==> src/rtl/pll_ctrl_pkg.sv <==
// pll_ctrl_pkg
//   Shared definitions for the EHXPLLL dynamic phase controller: controller
//   state encoding, PHASESEL channel codes and the phase-counter width rule.
package pll_ctrl_pkg;

    typedef enum logic [2:0] {
        RST_PLL,
        WAIT_LOCK,
        IDLE,
        SETUP,
        STEP,
        GAP
    } pll_state_e;

    // PHASESEL codes as decoded by the EHXPLLL primitive.
    localparam logic [1:0] SEL_CLKOS  = 2'd0;
    localparam logic [1:0] SEL_CLKOS2 = 2'd1;
    localparam logic [1:0] SEL_CLKOS3 = 2'd2;
    localparam logic [1:0] SEL_CLKOP  = 2'd3;

    // Width of one per-channel phase counter; never narrower than 1 bit.
    function automatic int unsigned phase_w(input int unsigned modulus);
        if (modulus <= 2) begin
            return 1;
        end
        return $clog2(modulus);
    endfunction

endpackage

==> src/rtl/pll_phase_ctrl_if.sv <==
// pll_phase_ctrl_if
//   Phase-step request handshake.
//   req_valid  : requester has a request
//   req_ready  : controller can accept (IDLE)
//   req_ch     : output to steer (PHASESEL code)
//   req_dir    : 1 = advance, 0 = retard
//   req_count  : number of phase steps
interface pll_phase_ctrl_if #(
    parameter int unsigned CNT_W = 8
);
    logic             req_valid;
    logic             req_ready;
    logic [1:0]       req_ch;
    logic             req_dir;
    logic [CNT_W-1:0] req_count;

    modport master (
        output req_valid,
        output req_ch,
        output req_dir,
        output req_count,
        input  req_ready
    );

    modport slave (
        input  req_valid,
        input  req_ch,
        input  req_dir,
        input  req_count,
        output req_ready
    );
endinterface

==> src/rtl/pll_lock_filter.sv <==
// pll_lock_filter
//   Synchronises the asynchronous EHXPLLL LOCK, qualifies it with a run of
//   LOCK_FILTER consecutive locked cycles, and flags loss of lock.
//   clk, reset_n : clock, synchronous active-low reset
//   pll_lock     : raw LOCK from the PLL
//   count_en     : controller is waiting for lock
//   armed        : controller currently reports ready
//   lock_ok      : last qualifying locked cycle (combinational)
//   lock_lost    : synchronised lock low while armed (combinational)
module pll_lock_filter #(
    parameter int unsigned LOCK_FILTER = 1024
) (
    input  logic clk,
    input  logic reset_n,
    input  logic pll_lock,
    input  logic count_en,
    input  logic armed,
    output logic lock_ok,
    output logic lock_lost
);
    localparam int unsigned FW = $clog2(LOCK_FILTER + 1);

    logic          sync1_q, sync1_d;
    logic          sync2_q, sync2_d;
    logic [FW-1:0] cnt_q, cnt_d;
    logic          lock_s;

    always_comb begin
        sync1_d   = pll_lock;
        sync2_d   = sync1_q;
        lock_s    = sync2_q;
        lock_ok   = count_en && lock_s && (cnt_q == FW'(LOCK_FILTER - 1));
        lock_lost = armed && !lock_s;
        // Any unlocked cycle, or leaving the wait, restarts the run.
        if (count_en && lock_s && !lock_ok) begin
            cnt_d = cnt_q + FW'(1);
        end else begin
            cnt_d = '0;
        end
    end

    always_ff @(posedge clk) begin
        if (!reset_n) begin
            sync1_q <= 1'b0;
            sync2_q <= 1'b0;
            cnt_q   <= '0;
        end else begin
            sync1_q <= sync1_d;
            sync2_q <= sync2_d;
            cnt_q   <= cnt_d;
        end
    end

endmodule

==> src/rtl/pll_phase_ctrl.sv <==
// pll_phase_ctrl
//   Drives the EHXPLLL dynamic phase-shift port: resets the PLL, waits for a
//   filtered lock, then executes step requests as PHASESTEP low pulses while
//   tracking the phase of each steerable output. Loss of lock aborts any
//   sequence, clears the phase trackers and restarts the PLL.
//   clk, reset_n          : clock, synchronous active-low reset
//   req (slave)           : step request handshake
//   pll_lock              : asynchronous LOCK from the PLL
//   phasesel/phasedir     : channel and direction, stable during a sequence
//   phasestep             : active-low step strobe, idles high
//   phaseloadreg          : held high
//   pll_rst               : PLL reset
//   ready/busy            : locked / sequence in progress
//   done/err              : one-cycle completion / bad-channel pulses
//   phase                 : packed per-channel phase counters
//   lock_loss_cnt         : saturating lock-loss counter
module pll_phase_ctrl
    import pll_ctrl_pkg::*;
#(
    parameter int unsigned NUM_CH      = 4,
    parameter int unsigned PHASE_MOD   = 64,
    parameter int unsigned CNT_W       = 8,
    parameter int unsigned STEP_HI     = 4,
    parameter int unsigned STEP_GAP    = 4,
    parameter int unsigned LOCK_FILTER = 1024,
    parameter int unsigned RST_CYCLES  = 16
) (
    input  logic                                  clk,
    input  logic                                  reset_n,
    pll_phase_ctrl_if.slave                       req,
    input  logic                                  pll_lock,
    output logic [1:0]                            phasesel,
    output logic                                  phasedir,
    output logic                                  phasestep,
    output logic                                  phaseloadreg,
    output logic                                  pll_rst,
    output logic                                  ready,
    output logic                                  busy,
    output logic                                  done,
    output logic                                  err,
    output logic [NUM_CH*phase_w(PHASE_MOD)-1:0]  phase,
    output logic [7:0]                            lock_loss_cnt
);
    localparam int unsigned PHASE_W = phase_w(PHASE_MOD);
    localparam int unsigned TMR_MAX = (STEP_HI > STEP_GAP) ? STEP_HI : STEP_GAP;
    localparam int unsigned TMR_W   = $clog2(TMR_MAX + 1);
    localparam int unsigned RC_W    = $clog2(RST_CYCLES + 1);

    pll_state_e                     state_q, state_d;
    logic [RC_W-1:0]                rst_cnt_q, rst_cnt_d;
    logic [TMR_W-1:0]               tmr_q, tmr_d;
    logic [CNT_W-1:0]               rem_q, rem_d;
    logic [NUM_CH-1:0][PHASE_W-1:0] phase_q, phase_d;
    logic [7:0]                     loss_q, loss_d;
    logic [1:0]                     phasesel_q, phasesel_d;
    logic                           phasedir_q, phasedir_d;
    logic                           phasestep_q, phasestep_d;
    logic                           phaseloadreg_q, phaseloadreg_d;
    logic                           pll_rst_q, pll_rst_d;
    logic                           ready_q, ready_d;
    logic                           busy_q, busy_d;
    logic                           done_q, done_d;
    logic                           err_q, err_d;
    logic                           req_ready_q, req_ready_d;
    logic                           enter_step;
    logic                           wait_lock;
    logic                           lock_ok;
    logic                           lock_lost;

    assign wait_lock = (state_q == WAIT_LOCK);

    pll_lock_filter #(
        .LOCK_FILTER (LOCK_FILTER)
    ) u_lock_filter (
        .clk       (clk),
        .reset_n   (reset_n),
        .pll_lock  (pll_lock),
        .count_en  (wait_lock),
        .armed     (ready_q),
        .lock_ok   (lock_ok),
        .lock_lost (lock_lost)
    );

    function automatic logic [PHASE_W-1:0] step_phase(input logic [PHASE_W-1:0] p,
                                                      input logic up);
        if (up) begin
            return (p == PHASE_W'(PHASE_MOD - 1)) ? '0 : p + PHASE_W'(1);
        end
        return (p == '0) ? PHASE_W'(PHASE_MOD - 1) : p - PHASE_W'(1);
    endfunction

    always_comb begin
        state_d        = state_q;
        rst_cnt_d      = rst_cnt_q;
        tmr_d          = tmr_q;
        rem_d          = rem_q;
        phase_d        = phase_q;
        loss_d         = loss_q;
        phasesel_d     = phasesel_q;
        phasedir_d     = phasedir_q;
        ready_d        = ready_q;
        phaseloadreg_d = 1'b1;
        done_d         = 1'b0;
        err_d          = 1'b0;
        enter_step     = 1'b0;

        // Lock loss overrides everything, including a coincident transfer.
        if (lock_lost) begin
            state_d   = RST_PLL;
            rst_cnt_d = '0;
            tmr_d     = '0;
            phase_d   = '0;
            ready_d   = 1'b0;
            if (loss_q != 8'hFF) begin
                loss_d = loss_q + 8'd1;
            end
        end else begin
            unique case (state_q)
                RST_PLL: begin
                    if (rst_cnt_q == RC_W'(RST_CYCLES - 1)) begin
                        state_d = WAIT_LOCK;
                    end else begin
                        rst_cnt_d = rst_cnt_q + RC_W'(1);
                    end
                end
                WAIT_LOCK: begin
                    if (lock_ok) begin
                        state_d = IDLE;
                        ready_d = 1'b1;
                    end
                end
                IDLE: begin
                    if (req.req_valid) begin
                        if (32'(req.req_ch) >= NUM_CH) begin
                            err_d = 1'b1;
                        end else if (req.req_count == '0) begin
                            done_d = 1'b1;
                        end else begin
                            phasesel_d = req.req_ch;
                            phasedir_d = req.req_dir;
                            rem_d      = req.req_count;
                            tmr_d      = '0;
                            state_d    = SETUP;
                        end
                    end
                end
                SETUP: begin
                    if (tmr_q == TMR_W'(STEP_GAP - 1)) begin
                        tmr_d      = '0;
                        state_d    = STEP;
                        enter_step = 1'b1;
                    end else begin
                        tmr_d = tmr_q + TMR_W'(1);
                    end
                end
                STEP: begin
                    if (tmr_q == TMR_W'(STEP_HI - 1)) begin
                        tmr_d   = '0;
                        state_d = GAP;
                    end else begin
                        tmr_d = tmr_q + TMR_W'(1);
                    end
                end
                GAP: begin
                    if (tmr_q == TMR_W'(STEP_GAP - 1)) begin
                        tmr_d = '0;
                        rem_d = rem_q - CNT_W'(1);
                        if (rem_q == CNT_W'(1)) begin
                            state_d = IDLE;
                            done_d  = 1'b1;
                        end else begin
                            state_d    = STEP;
                            enter_step = 1'b1;
                        end
                    end else begin
                        tmr_d = tmr_q + TMR_W'(1);
                    end
                end
                default: state_d = RST_PLL;
            endcase
        end

        if (enter_step) begin
            for (int unsigned i = 0; i < NUM_CH; i++) begin
                if (phasesel_q == 2'(i)) begin
                    phase_d[i] = step_phase(phase_q[i], phasedir_q);
                end
            end
        end

        // Status outputs follow the next state so they register in step with it.
        pll_rst_d   = (state_d == RST_PLL);
        req_ready_d = (state_d == IDLE);
        busy_d      = (state_d inside {SETUP, STEP, GAP});
        phasestep_d = (state_d != STEP);
    end

    always_ff @(posedge clk) begin
        if (!reset_n) begin
            state_q        <= RST_PLL;
            rst_cnt_q      <= '0;
            tmr_q          <= '0;
            rem_q          <= '0;
            phase_q        <= '0;
            loss_q         <= '0;
            phasesel_q     <= SEL_CLKOS;
            phasedir_q     <= 1'b0;
            phasestep_q    <= 1'b1;
            phaseloadreg_q <= 1'b1;
            pll_rst_q      <= 1'b1;
            ready_q        <= 1'b0;
            busy_q         <= 1'b0;
            done_q         <= 1'b0;
            err_q          <= 1'b0;
            req_ready_q    <= 1'b0;
        end else begin
            state_q        <= state_d;
            rst_cnt_q      <= rst_cnt_d;
            tmr_q          <= tmr_d;
            rem_q          <= rem_d;
            phase_q        <= phase_d;
            loss_q         <= loss_d;
            phasesel_q     <= phasesel_d;
            phasedir_q     <= phasedir_d;
            phasestep_q    <= phasestep_d;
            phaseloadreg_q <= phaseloadreg_d;
            pll_rst_q      <= pll_rst_d;
            ready_q        <= ready_d;
            busy_q         <= busy_d;
            done_q         <= done_d;
            err_q          <= err_d;
            req_ready_q    <= req_ready_d;
        end
    end

    assign req.req_ready  = req_ready_q;
    assign phasesel       = phasesel_q;
    assign phasedir       = phasedir_q;
    assign phasestep      = phasestep_q;
    assign phaseloadreg   = phaseloadreg_q;
    assign pll_rst        = pll_rst_q;
    assign ready          = ready_q;
    assign busy           = busy_q;
    assign done           = done_q;
    assign err            = err_q;
    assign phase          = phase_q;
    assign lock_loss_cnt  = loss_q;

endmodule
==> src/flat_wrapper.sv <==
// flat-port wrapper written by rule: the top's interface ports become plain ports
module pll_phase_ctrl_flat import pll_ctrl_pkg::*;
#(
    parameter int unsigned NUM_CH      = 4,
    parameter int unsigned PHASE_MOD   = 64,
    parameter int unsigned CNT_W       = 8,
    parameter int unsigned STEP_HI     = 4,
    parameter int unsigned STEP_GAP    = 4,
    parameter int unsigned LOCK_FILTER = 1024,
    parameter int unsigned RST_CYCLES  = 16
)
  (clk, reset_n, pll_lock, phasesel, phasedir, phasestep, phaseloadreg, pll_rst, ready, busy, done, err, phase, lock_loss_cnt, req_req_valid, req_req_ch, req_req_dir, req_req_count, req_req_ready);
  pll_phase_ctrl_if #(.CNT_W(CNT_W)) req_i ();
  input  logic clk;
  input  logic reset_n;
  input  logic pll_lock;
  output logic [1:0] phasesel;
  output logic phasedir;
  output logic phasestep;
  output logic phaseloadreg;
  output logic pll_rst;
  output logic ready;
  output logic busy;
  output logic done;
  output logic err;
  output logic [NUM_CH*phase_w(PHASE_MOD)-1:0] phase;
  output logic [7:0] lock_loss_cnt;
  input wire logic [$bits(req_i.req_valid)-1:0] req_req_valid;
  input wire logic [$bits(req_i.req_ch)-1:0] req_req_ch;
  input wire logic [$bits(req_i.req_dir)-1:0] req_req_dir;
  input wire logic [$bits(req_i.req_count)-1:0] req_req_count;
  output wire logic [$bits(req_i.req_ready)-1:0] req_req_ready;
  assign req_i.req_valid = req_req_valid;
  assign req_i.req_ch = req_req_ch;
  assign req_i.req_dir = req_req_dir;
  assign req_i.req_count = req_req_count;
  assign req_req_ready = req_i.req_ready;
  pll_phase_ctrl #(.NUM_CH(NUM_CH), .PHASE_MOD(PHASE_MOD), .CNT_W(CNT_W), .STEP_HI(STEP_HI), .STEP_GAP(STEP_GAP), .LOCK_FILTER(LOCK_FILTER), .RST_CYCLES(RST_CYCLES)) u_core (.clk(clk), .reset_n(reset_n), .req(req_i), .pll_lock(pll_lock), .phasesel(phasesel), .phasedir(phasedir), .phasestep(phasestep), .phaseloadreg(phaseloadreg), .pll_rst(pll_rst), .ready(ready), .busy(busy), .done(done), .err(err), .phase(phase), .lock_loss_cnt(lock_loss_cnt));
endmodule
==> config.mk <==
export PLATFORM = sky130hd
export DESIGN_NAME = pll_phase_ctrl_flat
export DESIGN_NICKNAME = d
export VERILOG_FILES = /design/src/rtl/pll_ctrl_pkg.sv /design/src/rtl/pll_phase_ctrl_if.sv /design/src/rtl/pll_lock_filter.sv /design/src/rtl/pll_phase_ctrl.sv /design/src/flat_wrapper.sv
export SDC_FILE = /design/constraint.sdc
export NUM_CORES = 1
export LEC_CHECK = 0
export ABC_AREA = 1
export ABC_CLOCK_PERIOD_IN_PS = 2450
export CAP_MARGIN = 25
export CORE_MARGIN = 3
export CORE_UTILIZATION = 55
export CTS_CLUSTER_SIZE = 24
export DETAILED_ROUTE_END_ITERATION = 6
export PLACE_DENSITY = 0.81
export SYNTH_ARGS = -nofsm -noshare
export SYNTH_HDL_FRONTEND = slang
export SYNTH_SLANG_ARGS = --single-unit
==> constraint.sdc <==
create_clock -name clk -period 2.45 [get_ports clk]
set_clock_uncertainty 0.2 [all_clocks]
set_input_delay 0.3675 -clock clk [delete_from_list [all_inputs] [get_ports clk]]
set_output_delay 0.3675 -clock clk [all_outputs]
set_load 0.02 [all_outputs]
==> results of run 1 <==
[per-layer routing]
metal	part of all wire, %	up-vias	global-route usage, %	routed length [µm]
met5	0	-	0	0
met4	1.7	0	8.413	190
met3	4.8	19	3.877	519
met2	49	122	40.48	5384
met1	44	2148	28.31	4792
li1	-	2377	-	-
[per-stage QoR]
stage          instance area (µm²)  hold WS, ns  total power, W
2_1_floorplan                 4617       0.1905        0.001263
3_3_place_gp                  5234       0.2059        0.001296
3_5_place_dp                  5234       0.2102        0.001297
4_1_cts                       5459       0.2321        0.002352
5_1_grt                       5459       0.2632        0.002413
6_report                      5459       0.2244        0.002336
[cell usage in the layout, fill, tap and decap left out, types with 2 or more instances in the layout]
master / netlist / layout
nand3_1: 69 / 69
a211oi_1: 2 / 2
nor3b_1: 2 / 2
clkdlybuf4s50_1: 0 / 55
nor2_2: 5 / 5
a21oi_4: 2 / 2
a31oi_1: 3 / 3
nand2_4: 3 / 3
o21ai_0: 37 / 37
nand3_4: 2 / 2
o21bai_1: 2 / 2
inv_6: 1 / 3
ha_1: 19 / 19
or2_2: 3 / 3
inv_1: 79 / 79
conb_1: 2 / 2
o211ai_1: 4 / 4
xor2_1: 16 / 16
clkbuf_8: 0 / 9
inv_2: 7 / 7
nand3b_1: 2 / 2
nand2_1: 163 / 163
xnor2_1: 10 / 10
nand4_1: 9 / 9
buf_4: 2 / 3
nor2_1: 100 / 100
nor3_1: 9 / 9
o21ai_1: 2 / 2
a21oi_1: 52 / 52
clkinvlp_4: 0 / 2
nor2_4: 3 / 3
bufinv_16: 0 / 2
dfxtp_1: 73 / 73
nand3_2: 2 / 2
[power by group through the flow]
stage	Sequential [W]	Combinational, W	Clock, W
finish	0.00120	0.0000738	0.00107
detailed placement	0.00122	0.0000733	0
global placement	0.00122	0.0000720	0
floorplan	0.00122	0.0000393	0
CTS	0.00120	0.0000739	0.00108
global route	0.00120	0.0000817	0.00113
[registers in the layout, summed over array words and instances, names as in the netlist, 2 cells and up]
name and cells:
u_core.u_lock_filter.cnt_q 11, u_core.state_q 3, u_core.phasesel 2, u_core.rem_q 8
u_core.phase 24, u_core.rst_cnt_q 5, u_core.tmr_q 3, u_core.lock_loss_cnt 8
[path summary, 6_finish.rpt]
| kind | from | to | cells after the start |
|---|---|---|---|
| max reg2reg | u_core.tmr_q[0] | u_core.phase[9] | 8 |
| max | u_core.phasedir | phasedir | 1 |
| min reg2reg | u_core.u_lock_filter.sync1_q | u_core.u_lock_filter.lock_s | 2 |
| min | u_core.u_lock_filter.sync1_q | u_core.u_lock_filter.lock_s | 2 |
[tightest hold or removal path, cell delays in order (launching register included)]
cell and delay (ns):
dfxtp_1 0.31, nand2_1 0.05, inv_1 0.04
[layout make-up]
| cell class | count | area share (%) |
|---|---|---|
| Tap cell | 102 | 2.338 |
| Clock inverter | 7 | 1.857 |
| Clock buffer | 9 | 2.269 |
| Timing Repair Buffer | 58 | 10.50 |
| Inverter | 88 | 6.143 |
| Multi-Input combinational cell | 529 | 50.13 |
| Sequential cell | 73 | 26.77 |
[cells by family after synthesis]
family	after synthesis
buffers and inverters	106
and+or+nand+nor	376
other	2
AOI/OAI and AO/OA	106
xor gates and xnor gates	26
adders and majority gates	19
DFF	73
==> impl_metrics.env, run 1 <==
export IMPL_root_buffer="clkbuf_8"
export IMPL_insertion_delay_ns=0.35
export IMPL_core_area_um2=7928
export IMPL_fin_ws_ns=0.2329
export IMPL_cts_buffers=9
export IMPL_yosysTopAreaCell="dfxtp_1"
export IMPL_wire_per_inst_um=12.57
export IMPL_syn_mean_instance_area_um2=6.521
export IMPL_ir_worst_vdd_uv=361.0
export IMPL_overflow=0
export IMPL_synth_compound_area_share_pct=12.63
export IMPL_power_density_nw_per_um2=427.9
export IMPL_swShare_pct=22.60
export IMPL_layout_nets=793
export IMPL_grt_antenna_before_repair=0
export IMPL_synth_most_common_cell="nand2_1"
export IMPL_drtAntennaViolNets=0
export IMPL_timing_setup_tns_ns=0
export IMPL_synthMuxAreaShare_pct=0
export IMPL_finalMaxSlewViolations=0
export IMPL_required_ns=1.88
export IMPL_grt_total_usage_pct=23.10
export IMPL_async_reset_ff_share_pct=0
export IMPL_synthAdderAreaFrac_pct=5.149
export IMPL_pre_cts_slack_ns=0.3972
export IMPL_nFillCells=694
export IMPL_place_gp_congestion=0.8562
export IMPL_die_w_um=97.62
export IMPL_max_cap_violations=0
export IMPL_placed_cells=850
export IMPL_critPathMaxStageDelay_ns=0.69
export IMPL_path_class="reg -> out"
export IMPL_clk_pin_slew_worst_paths_ns=0.08
export IMPL_crit_family="buffers and inverters"
export IMPL_drive_gt1_share_pct=6.675
export IMPL_synth_xor_area_share_pct=4.932
export IMPL_clockPowerShare_pct=45.6
export IMPL_via_per_inst=5.388
export IMPL_p_sw_w=0.0005279
export IMPL_die_h_um=97.62
export IMPL_synth_warnings=0
export IMPL_p_leak_nw=2.274
export IMPL_synth_ff_latch_count=73
export IMPL_multi_input_area_um2=2736
export IMPL_regArea_um2=1461
export IMPL_crit_arrival_ns=1.65
export IMPL_drt_iter0_drc=201
export IMPL_fp_row_count=32
export IMPL_setup_violations=0
export IMPL_die_area_um2=9530
export IMPL_syn_inst=708
export IMPL_syn_area_um2=4617
export IMPL_synth_common_cells="nand2_1 (163), nor2_1 (100), inv_1 (79), dfxtp_1 (73), nand3_1 (69)"
export IMPL_period_minus_slack_ns=2.217
export IMPL_yosys_area_share_simple_pct=36.40
export IMPL_finalHoldViolCount=0
export IMPL_num_antenna_cells=0
export IMPL_crit_chain="clkdlybuf4s50_1"
export IMPL_cts_buffer_depth=2
export IMPL_clock_sinks=73
export IMPL_rsz0062_at_grt="no"
export IMPL_endpoint_kind="output pin"
export IMPL_syn_num_nets=742
export IMPL_cts_hold_buf=0
export IMPL_layoutNonFillerInstCount=866
export IMPL_synth_edf_count=0
export IMPL_start_util_pct=58.24
export IMPL_min_period_over_period_pct=90.50
export IMPL_p_int_w=0.001808
export IMPL_status="finished, final reports clean"
export IMPL_h_tree_depth=3
export IMPL_hpwl_um=7969
export IMPL_grt_pass1_wl_um=18710
export IMPL_drc=0
export IMPL_r2r_slack_ns=0.46
export IMPL_firstDrtPassIters=7
export IMPL_ys_flop_type="dfxtp_1"
export IMPL_ys_seq_area_share_pct=31.65
export IMPL_grt_pass1_vias=4300
export IMPL_synth_top_family_by_area="simple AND/OR/NAND/NOR gates"
export IMPL_io_pins=58
export IMPL_synth_area_leaders="dfxtp_1 (32%), nand2_1 (13%), nor2_1 (8.1%)"
export IMPL_portBuffers=55
export IMPL_cts_tree="built"
export IMPL_ys_types=41
export IMPL_fmaxAchievable_ghz=0.4510
export IMPL_grt_max_degree=28
export IMPL_post_synth_top_area_fraction_pct=31.65
export IMPL_vias=4666
export IMPL_syn2layout_area_growth_pct=18.24
export IMPL_final_util_pct=68.86
export IMPL_critPathSlowestCell="clkdlybuf4s50_1"
export IMPL_power_share_sequential_pct=51.2
export IMPL_cp_max_fo=11
export IMPL_p_comb_share_pct=3.2
export IMPL_postRouteWirelength_um=10890
export IMPL_setup_worst_path_start_class="flip-flop"
export IMPL_min_path_type="reg -> reg"
export IMPL_worst_path_buf_inv=1
export IMPL_post_cts_buffers=0
export IMPL_cts_resized=0
No activity file was read; power rests on OpenSTA's default activity.
==> inputs of run 2 (changes only) <==
--- a/config.mk
+++ b/config.mk
@@ -6,7 +6,6 @@
 export NUM_CORES = 1
 export LEC_CHECK = 0
 export ABC_AREA = 1
-export ABC_CLOCK_PERIOD_IN_PS = 2450
 export CAP_MARGIN = 25
 export CORE_MARGIN = 3
 export CORE_UTILIZATION = 55
==> results of run 2 <==
Same layout as run 1: the final DEF is identical, and so are final timing and power.
